===== config.mk =====
export PLATFORM = sky130hd
export DESIGN_NAME = perf_report_tx
export DESIGN_NICKNAME = d
export VERILOG_FILES = /design/src/rtl/perf_report_tx.sv
export SDC_FILE = /design/constraint.sdc
export NUM_CORES = 1
export LEC_CHECK = 0
export ABC_CLOCK_PERIOD_IN_PS = 8900
export CORE_MARGIN = 4
export CORE_UTILIZATION = 40
export DETAILED_ROUTE_END_ITERATION = 10
export MAX_ROUTING_LAYER = met4
export PLACE_DENSITY_LB_ADDON = 0.1
export SYNTH_ARGS = -nofsm -noshare
export SYNTH_HDL_FRONTEND = slang
export SYNTH_SLANG_ARGS = --single-unit

===== constraint.sdc =====
create_clock -name clk -period 8.9 [get_ports clk]
set_input_delay 1.78 -clock clk [delete_from_list [all_inputs] [get_ports clk]]
set_output_delay 1.78 -clock clk [all_outputs]
set_load 0.02 [all_outputs]

===== src/rtl/perf_report_tx.sv =====
// Pipeline performance counters: counts events until the HALT instruction is
// fetched, then streams an 8-word report over a valid/ready handshake.
module perf_report_tx #(
    parameter int          CNT_W     = 32,
    parameter int          WARMUP    = 4,
    parameter logic [31:0] HALT_WORD = 32'hFFFFFFFF
) (
    input  logic             clk,
    input  logic             reset,
    input  logic [31:0]      inst_fetched,
    input  logic             flush,
    input  logic             stall,
    input  logic             branch,
    input  logic             jump,
    input  logic             mem_read_en,
    input  logic             mem_write_en,
    input  logic [1:0]       fwd_sel_a,
    input  logic [1:0]       fwd_sel_b,
    input  logic             ex_alu_src,
    output logic             rpt_valid,
    input  logic             rpt_ready,
    output logic [CNT_W-1:0] rpt_data,
    output logic [2:0]       rpt_idx,
    output logic             rpt_last,
    output logic             done
);

    typedef enum logic [1:0] {S_COUNT, S_DUMP, S_DONE} state_t;

    localparam int N_CNT = 7;
    localparam int C_CYC = 0, C_FLS = 1, C_STL = 2, C_FWD = 3, C_BR = 4, C_JMP = 5, C_MEM = 6;
    localparam logic [CNT_W+1:0] EXT_WARMUP = (CNT_W+2)'(WARMUP);

    state_t                        r_state;
    state_t                        w_state_next;
    logic [2:0]                    r_idx;
    logic                          w_counting;
    logic                          w_fwd;
    logic [N_CNT-1:0]              w_inc;
    logic [N_CNT-1:0][CNT_W-1:0]   w_cnt;
    logic signed [CNT_W+1:0]       w_exec_s;
    logic [CNT_W-1:0]              w_executed;

    assign w_counting = (r_state == S_COUNT) && (inst_fetched != HALT_WORD);
    assign w_fwd      = ((fwd_sel_a != 2'b00) || (fwd_sel_b != 2'b00)) && !ex_alu_src;

    always_comb begin
        w_inc = '0;
        if (w_counting) begin
            w_inc = {(mem_read_en | mem_write_en), jump, branch, w_fwd, stall, flush, 1'b1};
        end
    end

    // One saturating counter per event; increment is suppressed at all-ones.
    genvar gi;
    generate
        for (gi = 0; gi < N_CNT; gi++) begin : g_cnt
            logic [CNT_W-1:0] r_cnt;
            always_ff @(posedge clk) begin
                if (reset) begin
                    r_cnt <= '0;
                end else if (w_inc[gi] && (r_cnt != {CNT_W{1'b1}})) begin
                    r_cnt <= r_cnt + 1'b1;
                end
            end
            assign w_cnt[gi] = r_cnt;
        end
    endgenerate

    // Flushes and stalls never exceed cycles, so two extra bits cannot overflow.
    assign w_exec_s   = $signed({2'b00, w_cnt[C_CYC]}) - $signed(EXT_WARMUP)
                      - $signed({2'b00, w_cnt[C_FLS]}) - $signed({2'b00, w_cnt[C_STL]});
    assign w_executed = w_exec_s[CNT_W+1] ? '0 : CNT_W'(w_exec_s);

    always_ff @(posedge clk) begin
        if (reset) begin
            r_state <= S_COUNT;
        end else begin
            r_state <= w_state_next;
        end
    end

    always_ff @(posedge clk) begin
        if (reset) begin
            r_idx <= '0;
        end else if ((r_state == S_DUMP) && rpt_ready) begin
            r_idx <= r_idx + 3'd1;
        end
    end

    always_comb begin
        w_state_next = r_state;
        case (r_state)
            S_COUNT: if (inst_fetched == HALT_WORD) w_state_next = S_DUMP;
            S_DUMP:  if (rpt_ready && (r_idx == 3'd7)) w_state_next = S_DONE;
            S_DONE:  w_state_next = S_DONE;
            default: w_state_next = S_COUNT;
        endcase
    end

    always_comb begin
        rpt_valid = 1'b0;
        rpt_data  = '0;
        rpt_idx   = '0;
        rpt_last  = 1'b0;
        done      = 1'b0;
        case (r_state)
            S_DUMP: begin
                rpt_valid = 1'b1;
                rpt_idx   = r_idx;
                rpt_last  = (r_idx == 3'd7);
                case (r_idx)
                    3'd0:    rpt_data = w_cnt[C_CYC];
                    3'd1:    rpt_data = w_cnt[C_FLS];
                    3'd2:    rpt_data = w_cnt[C_STL];
                    3'd3:    rpt_data = w_executed;
                    3'd4:    rpt_data = w_cnt[C_FWD];
                    3'd5:    rpt_data = w_cnt[C_BR];
                    3'd6:    rpt_data = w_cnt[C_JMP];
                    default: rpt_data = w_cnt[C_MEM];
                endcase
            end
            S_DONE:  done = 1'b1;
            default: ;
        endcase
    end

endmodule


==> key figures <==
Logic synthesis
  – Post-synth top cells: nor2_1 (284), dfxtp_1 (229), nand2_1 (167)
  – Synth area leader: dfxtp_1
  – Synth Flop Type: dfxtp_1
  – Post-Syn Instances: 1,907
  – Count leader, synth: nor2_1
  – Synthesized area per cell: 7.91 um2
  – EDFF count, synth: 0
  – Mapped cell area: 0.0151 mm2
  – Ys async rst share: 0
  – Yosys warnings: 0
  – Yosys reg bits: 229
  – Syn nets: 2,039
  – Yosys cell types: 74
  – Seq/Total Area, Yosys: 0.304
  – Synth area leaders: dfxtp_1 (30%), xor2_1 (7.4%), nor2_1 (7.1%)
  – Yosys top cell area share: 0.304

Setup path
  – Crit-path cells: or4_4, nor4_2, or3b_2, or3_1, nor4_1, xor2_1, fa_1, ha_1, a21o_1, a2111oi_2, nor3_1, a2111o_1, o21a_1, nor3b_4, buf_4, buf_4, o311ai_1, a31oi_1, dlymetal6s2s_1
  – WP data arrival: 6740 ps
  – Req. time, crit path: 7120 ps
  – Reg-to-reg endpoint: g_cnt[1].r_cnt[29]
  – Worst R2R Start: g_cnt[1].r_cnt[11]
  – CP endpoint kind: output pin
  – Worst Setup Start Kind: flop
  – Most used cell, CP: buf_4
  – Reg-to-reg setup timing slack: 5340 ps
  – Max stage delay cell, worst path: or4_4
  – Max FO, Critical Path: 18
  – CP Class: flop to output pin
  – Reg2reg path depth: 9
  – Worst path max stage delay: 610 ps

Clock tree
  – Number of H-tree levels: 1
  – Worst-path clk slew: 60 ps
  – CTS Hold Buffers Added: 0
  – CTS root buf: clkbuf_16
  – Clk Latency, worst-skew pair: 560 ps
  – CTS Buffer Depth: 3
  – CTS tree: yes
  – CTS Buf Count: 28
  – Sink Count: 229

Timing
  – Worst-Margin Slew: 987 ps
  – Rel. slew slack: 0.335
  – Fmax: 117 MHz
  – Setup_tns: 0 ps
  – Clock skew: 15.8 ps
  – RSZ-0062 raised after global routing: no
  – Fin. Hold Viols: 0
  – Final setup viols: 0
  – Tmin final: 8520 ps
  – Post-route setup slack: 376 ps
  – Final Cycle Share: 0.958
  – Max-slew violations: 0

Route
  – Routed length per instance: 20.5 um
  – DRT Pass-1 Iters: 10
  – Residual DRC: 0
  – Final wirelength: 50.6 mm
  – Vias: 14.0k
  – Post-route ant nets: 0
  – DR vias/cell: 5.66
  – Initial DRC Count: 1,394

Global routing
  – Initial antenna violation count: 0
  – Gr usage total: 0.248
  – Largest net degree at the start of global routing: 81
  – Vias in the first global route: 13.3k
  – Gr ovfl total: 0
  – First-pass GRT wire length: 78.4 mm

Hold path
  – Worst hold stages: 2
  – HP Class: flop to flop
  – End of the worst hold path: r_idx[1]
  – Hold Crit Start: r_idx[1]

Pwr
  – Cell Pwr Density: 141 mW/mm2
  – Maximum vdd ir drop: 0.000143 V
  – Leak: 0.00623 uW

Place
  – Pre-CTS setup slack: 287 ps
  – Final HPWL DP: 39.0 mm
  – Placer Congestion: 0.973
  – Area post-placement: 0.0163 mm2
  – PortBufs: 83

Final layout
  – Cell area after layout: 0.0174 mm2
  – Layout overhead on the synthesized area: 15.1%
  – Nets: 2,075
  – Layout cells sized above 1: 0.0479
  – Fillers: 3,685
  – Ant diodes: 0

Die
  – Die span in x: 202 um
  – IO Pins: 84
  – DIE AREA: 0.0409 mm2
  – Core Region: 0.0369 mm2
  – # rows: 70
  – Die height: 202 um
  – Starting Density: 0.409

Run
  – # Max-Cap Violations: 0

Run status
  – Outcome: finished clean
## power breakdown
group,internal (uW),leakage (uW),switching [uW]
logic,84.8,0.00390,126
registers,1030,0.00185,12.9
clock network,720,0.000474,463
## worst max-delay path, delay by kind of cell (launching register included)
family	cells	cell delay [ps]
AND/OR/NAND/NOR	7	2450
AO/OA/AOI/OAI	6	1650
XOR/XNOR	1	200
buffers and inverters	3	600
adder cells (fa/ha/maj)	2	870
flip-flops	1	420
## cell type report
type	count	area, um2	share of cell area
Inverter	98	368	0.0212
Multi-Input combinational cell	1483	9760	0.562
Clock buffer	40	816	0.0470
Tap cell	504	631	0.0363
Clock inverter	10	136	0.00786
Sequential cell	229	4580	0.264
Timing Repair Buffer	103	1060	0.0612
## cell families after synthesis
logic type | count (synthesis) | synth area share
AO/OA/AOI/OAI | 312 | 0.138
XOR/XNOR | 243 | 0.141
adder cells (fa/ha/maj) | 86 | 0.0873
buffers and inverters | 195 | 0.0503
flip-flops | 229 | 0.304
multiplexers | 19 | 0.0129
AND/OR/NAND/NOR | 823 | 0.266
## cells in the final DEF, fill, tap and decap left out, types with 5 or more instances in the layout
cell type and n:
clkdlybuf4s50_1 50, o21a_1 7, a221oi_1 15, clkbuf_16 28
or3_1 36, nor4_1 23, mux2i_1 15, nand2_1 167
clkbuf_1 5, a22oi_1 6, nand3b_1 8, clkbuf_8 7
buf_4 20, or4_1 6, nand4_1 54, nor2_1 284
a31oi_1 38, inv_1 97, o21ai_0 80, fa_1 32
dfxtp_1 229, clkinv_2 6, and4_1 27, and3_1 27
nand2b_1 8, nor3_1 36, ha_1 51, nor2b_1 7
or2_2 8, xnor2_1 116, nand3_1 94, xor2_1 127
dlymetal6s2s_1 32, a222oi_1 41, a21oi_1 73, and2_1 20
a21o_1 14
## state kept, by name, indices dropped and copies added (netlist names)
name,cells
g_cnt.r_cnt,224
r_idx,3
r_state,2
## metal layers
layer / global-route usage / vias up / routed length (um)
met1: 0.324 / 6661 / 22300
met5: - / - / 0
met3: 0.0266 / 90 / 2590
met2: 0.395 / 442 / 23200
li1: - / 6763 / -
met4: 0.101 / 0 / 2530
## per-stage QoR
step / hold WS, ps / utilization / total power [uW] / cells
final: 503 / 0.471 / 2440 / 2467
after CTS: 504 / 0.468 / 2470 / 2467
after global placement: 479 / 0.442 / 1280 / 2415
after global routing: 526 / 0.471 / 2530 / 2467
after detailed placement: 496 / 0.442 / 1270 / 2415
after floorplan: 464 / - / 1200 / 1907
## how the worst max path moves through the flow
stage                           start           end  cells after the start
finish              g_cnt[0].r_cnt[7]  rpt_data[30]                     19
global route        g_cnt[0].r_cnt[7]  rpt_data[13]                     19
CTS                 g_cnt[0].r_cnt[7]  rpt_data[13]                     19
detailed placement  g_cnt[0].r_cnt[7]  rpt_data[21]                     18
global placement    g_cnt[0].r_cnt[7]  rpt_data[30]                     18
floorplan           g_cnt[0].r_cnt[8]  rpt_data[13]                     20
## repair_timing
action / CTS / global route
endpoints found under the hold margin: 0 / 0
pin swaps: 1 / 0
setup endpoints to repair: 32 / 32
setup buffers: 2 / 0
resized for setup: 2 / 32
No activity file was read; power rests on OpenSTA's default activity.
==> RTL change 1, RTL diff (same flow settings) <==
The parameter `CNT_W` goes from 32 to 64.
--- a/src/rtl/perf_report_tx.sv
+++ b/src/rtl/perf_report_tx.sv
@@ -1,7 +1,7 @@
 // Pipeline performance counters: counts events until the HALT instruction is
 // fetched, then streams an 8-word report over a valid/ready handshake.
 module perf_report_tx #(
-    parameter int          CNT_W     = 32,
+    parameter int          CNT_W     = 64,
     parameter int          WARMUP    = 4,
     parameter logic [31:0] HALT_WORD = 32'hFFFFFFFF
 ) (
Ports: changed (resized rpt_data); port bits go from 84 to 116. The function was not compared with the original's and may differ.
==> RTL change 1 against the unedited design <==
  * Clock skew increased by 1.1 ps
  * Total power increased by 92%
  * Design area increased by 99%
  * Non-clock buffer count increased by 92
  * Register-to-register slack got worse by 860 ps
  * Worst setup slack got worse by 290 ps
  * Area after synthesis increased by 100%
  * Wire length increased by 120%
  * First-iteration DRC count increased by 150%
  * Count of clock-buffer cells in the layout increased by 31
  * Sequential power increased by 95%
  * Sequential cell count increased by 224
  * Maximum frequency decreased by 3.3%
  * Critical path type unchanged
==> RTL change 1: results (changes against the unedited design) <==
* Syn_area_per_cell at 7.823 sq um (was 7.907 sq um)
* Met3 WL at 10.23 mm (was 2.591 mm)
* RePlAce Congestion at 0.9766 (was 0.9731)
* Clock buffer count from CTS at 53 (was 28)
* Status: finished clean (unchanged)
* Initial antenna violation count at 1 (was 0)
* Clk_skew at 16.92 ps (was 15.84 ps)
* Clock Latency Late Sink at 620 ps (was 560 ps)
* Met2 GRT Util at 39.40% (was 39.51%)
* Cell depth of the worst hold path at 2 (unchanged)
* Nets at 4,125 (was 2,075)
* Synth top area cells: dfxtp_1 30%, xnor2_1 7.7%, nor2_1 7.0% (was dfxtp_1 30%, xor2_1 7.4%, nor2_1 7.1%)
* IO buf count at 115 (was 83)
* DP Wirelength at 84.88 mm (was 39.04 mm)
* Commonest cells in the netlist: 571 x nor2_1, 453 x dfxtp_1, 312 x nand2_1 (was 284 x nor2_1, 229 x dfxtp_1, 167 x nand2_1)
* CP delay by family, top: compound AO/OA/AOI/OAI gates (was simple AND/OR/NAND/NOR gates)
* Slew margin rel. at 11.45% (was 33.51%)
* Final instance area at 0.03457 sq mm (was 0.01735 sq mm)
* Postcts setup bufs at 5 (was 2)
* Yosys cell types at 91 (was 74)
* Pre-antenna DRT Iters at 6 (was 10)
* Largest net degree at the start of global routing at 178 (was 81)
* Fill count at 7,466 (was 3,685)
* P_leak at 11.75 nW (was 6.225 nW)
* R2R depth at 10 (was 9)
* M1 wire length at 53.34 mm (was 22.29 mm)
* Final WL at 113.1 mm (was 50.60 mm)
* Primary FF master, synth: dfxtp_1 (unchanged)
* Worst-path fanout max at 9 (was 18)
* GR Layer Usage met1 at 40.31% (was 32.36%)
* Vias in the first global route at 26,720 (was 13,310)
* First-pass GRT wire length at 169.4 mm (was 78.36 mm)
* Peak VDD IR at 0.1509 mV (was 0.1430 mV)
* Warnings from Yosys at 0 (unchanged)
* Vias per Instance at 5.798 (was 5.657)
* First DRT Iteration DRCs at 3,441 (was 1,394)
* Met3 GRT Util at 5.799% (was 2.663%)
* All-layer global routing usage at 27.77% (was 24.79%)
* # H-tree levels at 2 (was 1)
* Placed Area at 0.03247 sq mm (was 0.01630 sq mm)
* Dpl ws at 85.30 ps (was 287.3 ps)
* Biggest regs: g_cnt.r_cnt x448, r_idx x3, r_state x2 (was g_cnt.r_cnt x224, r_idx x3, r_state x2)
* Sequential fraction of the synthesis area at 29.81% (was 30.40%)
* Vias post-DR at 28,620 (was 13,960)
* CP max stage cell: clkdlybuf4s50_1 (was or4_4)
* P_sw at 1.201 mW (was 602.0 uW)
* Layout cell share with drive strength beyond 1 at 6.426% (was 4.789%)
* CTS-repair resized insts at 31 (was 2)
* DP Cell Count at 4,834 (was 2,415)
* Met2 wire len at 46.96 mm (was 23.20 mm)
RTL change 1: cell count changes after synthesis, sizes merged, moves of 46 or more:
cell / change
nand2: +145
o21ai: +76
clkbuf: +93
xnor2: +151
nor2: +287
xor2: +86
nand3: +77
nand4: +83
or3: +46
dfxtp: +224
inv: +98
a21oi: +161
RTL change 1: cell families (layout without fill, tap and decap cells):
logic type               after synthesis  count (layout)  share of synthesized area [%]
AND/OR/NAND/NOR                     1647            1647                          26.46
AO/OA/AOI/OAI                        727             729                          15.80
XOR/XNOR                             480             480                          13.82
flip-flops                           453             453                          29.81
buffers and inverters                407             485                          5.545
adder cells (fa/ha/maj)              150             150                          7.750
multiplexers                          24              24                         0.8062
RTL change 1: layout make-up:
type                            instances  area share [%]
Multi-Input combinational cell       3030           57.63
Sequential cell                       453           26.24
Timing Repair Buffer                  195           5.357
Clock buffer                           71           4.380
Tap cell                              969           3.507
Inverter                              196           2.128
Clock inverter                         23          0.7601
RTL change 1: power by group through the flow:
stage               sequential, mW  combinational (mW)  clock, mW
finish                        2.05               0.381       2.27
detailed placement            2.09               0.360          0
floorplan                     2.09               0.252          0
global placement              2.09               0.365          0
CTS                           2.05               0.372       2.31
global route                  2.05               0.416       2.38
RTL change 1: path summary, 6_finish.rpt:
path	startpoint	to	slack (ps)
setup / recovery	g_cnt[0].r_cnt[12]$_SDFFE_PP0P_	rpt_data[29]	80
hold / removal	g_cnt[6].r_cnt[63]$_SDFFE_PP0P_	g_cnt[6].r_cnt[63]$_SDFFE_PP0P_	490
setup reg to reg	g_cnt[2].r_cnt[3]$_SDFFE_PP0P_	g_cnt[2].r_cnt[45]$_SDFFE_PP0P_	4480
hold reg to reg	g_cnt[6].r_cnt[63]$_SDFFE_PP0P_	g_cnt[6].r_cnt[63]$_SDFFE_PP0P_	490
==> RTL change 2, RTL diff (same settings) <==
Made on the original files. Make the reset (`reset`) asynchronous in 3 clocked blocks.
--- a/src/rtl/perf_report_tx.sv
+++ b/src/rtl/perf_report_tx.sv
@@ -56,7 +56,7 @@
     generate
         for (gi = 0; gi < N_CNT; gi++) begin : g_cnt
             logic [CNT_W-1:0] r_cnt;
-            always_ff @(posedge clk) begin
+            always_ff @(posedge clk or posedge reset) begin
                 if (reset) begin
                     r_cnt <= '0;
                 end else if (w_inc[gi] && (r_cnt != {CNT_W{1'b1}})) begin
@@ -72,7 +72,7 @@
                       - $signed({2'b00, w_cnt[C_FLS]}) - $signed({2'b00, w_cnt[C_STL]});
     assign w_executed = w_exec_s[CNT_W+1] ? '0 : CNT_W'(w_exec_s);
 
-    always_ff @(posedge clk) begin
+    always_ff @(posedge clk or posedge reset) begin
         if (reset) begin
             r_state <= S_COUNT;
         end else begin
@@ -80,7 +80,7 @@
         end
     end
 
-    always_ff @(posedge clk) begin
+    always_ff @(posedge clk or posedge reset) begin
         if (reset) begin
             r_idx <= '0;
         end else if ((r_state == S_DUMP) && rpt_ready) begin
Behaviour: differs if reset is asserted again (counterexample within 4 cycles, from zero or initial values and one cycle with reset high); with reset held inactive, the same outputs for 10 cycles.
==> RTL change 2 against the unedited design <==
  * Worst setup slack better by 88 ps
  * Count of clock-buffer cells in the layout down 3
  * Area after synthesis up 0.35%
  * Wire length down 4.3%
  * Synthesized cell count down 15%
  * Sequential share of layout area up 6.9 points
  * Clock skew down 4.8 ps
  * Sequential cell count unchanged
  * Design area down 0.91%
  * Critical endpoint is now rpt_data[28]
Power is not compared: it rests on default switching activity, and its combinational part moved more than twofold at a synthesized area within 25%.
==> RTL change 2: results (changes against the unedited design) <==
* Status: finished clean (unchanged)
* Hold_ws at 488.3 ps (was 503.3 ps)
* Final WL at 48.44 mm (was 50.60 mm)
* Dpl ws at 1064 ps (was 287.3 ps)
* Met3 GRT Util at 2.795% (was 2.663%)
* Nets at 1,809 (was 2,075)
* Yosys cell types at 72 (was 74)
* R2r startpoint: g_cnt[2].r_cnt[6]$_DFFE_PP0P_ (was g_cnt[1].r_cnt[11]$_SDFFE_PP0P_)
* Worst Path Arrival at 6660 ps (was 6740 ps)
* Ys async rst share at 100.0% (was 0%)
* R2R depth at 10 (was 9)
* Mapped Cells at 1,621 (was 1,907)
* Final period util at 94.78% (was 95.77%)
* Synth top area cells: dfrtp_1 38%, xnor2_1 12%, ha_1 4.5% (was dfxtp_1 30%, xor2_1 7.4%, nor2_1 7.1%)
* Postcts setup bufs at 0 (was 2)
* Placed Area at 0.01641 sq mm (was 0.01630 sq mm)
* Worst-path fanout max at 8 (was 18)
* Clock buffer count from CTS at 27 (was 28)
* Actual slew at the worst max-slew pin at 943.6 ps (was 986.6 ps)
* DP Cell Count at 2,152 (was 2,415)
* Post-synthesis xor/xnor area fraction at 15.51% (was 14.11%)
* Worst r2r dst: g_cnt[2].r_cnt[28]$_DFFE_PP0P_ (was g_cnt[1].r_cnt[29]$_SDFFE_PP0P_)
* Multiplexer share of the synthesized area at 2.241% (was 1.294%)
* R2r setup slk at 5040 ps (was 5340 ps)
* Adder-cell area share of the yosys netlist at 8.699% (was 8.729%)
* First DRT Iteration DRCs at 1,115 (was 1,394)
* Crit. Startpoint: g_cnt[0].r_cnt[2]$_DFFE_PP0P_ (was g_cnt[0].r_cnt[7]$_SDFFE_PP0P_)
* Fill count at 3,680 (was 3,685)
* Largest net degree at the start of global routing at 115 (was 81)
* Worst setup endpoint: rpt_data[28] (was rpt_data[30])
* Compound-Gate Fraction of Synth Area at 12.46% (was 13.83%)
* Vias post-DR at 12,440 (was 13,960)
[RTL change 2: cell types whose count changed in the layout (fill, tap and decap cells not counted), moves of 9 or more]
cell	before	now
mux2i_1	15	26
dfxtp_1	229	0
xnor2_1	116	199
nor2_1	284	100
o21ai_0	80	61
dfrtp_1	0	229
nand2_1	167	148
xor2_1	127	69
and4_1	27	13
a31oi_1	38	12
a222oi_1	41	50
or3_1	36	16
dlymetal6s2s_1	32	0
clkdlybuf4s50_1	50	83
[RTL change 2: layout make-up]
type	count	area (sq um)	area share (%)
clock buffers	37	723.2	4.205
flip-flops and latches	229	5731	33.32
clock inverters	5	53.80	0.3129
well taps	504	630.6	3.667
multi-input cells	1225	8751	50.89
repair buffers	97	935.9	5.442
inverters	97	371.6	2.161
[RTL change 2: timing repair]
action / CTS / global route
hold buffers: 0 / 0
endpoints found under the setup margin: 0 / 25
gates resized for setup: 0 / 1
[RTL change 2: power by group]
group          total [mW]  internal [mW]  switching [mW]
registers            1.28           1.13           0.145
logic                1.18          0.394           0.781
clock network        1.02          0.588           0.434
[RTL change 2: worst min-delay path by stage]
stage                                     end
2_1_floorplan  g_cnt[6].r_cnt[24]$_DFFE_PP0P_
3_3_place_gp   g_cnt[6].r_cnt[10]$_DFFE_PP0P_
3_5_place_dp   g_cnt[3].r_cnt[19]$_DFFE_PP0P_
4_1_cts        g_cnt[3].r_cnt[19]$_DFFE_PP0P_
5_1_grt        g_cnt[3].r_cnt[12]$_DFFE_PP0P_
6_report       g_cnt[6].r_cnt[10]$_DFFE_PP0P_
[RTL change 2: per-layer routing]
| layer | vias to the layer above | part of all wire, % |
|---|---|---|
| met3 | 85 | 5.1 |
| li1 | 5834 | - |
| met2 | 378 | 45 |
| met5 | - | 0 |
| met1 | 6140 | 45 |
| met4 | 0 | 4.8 |
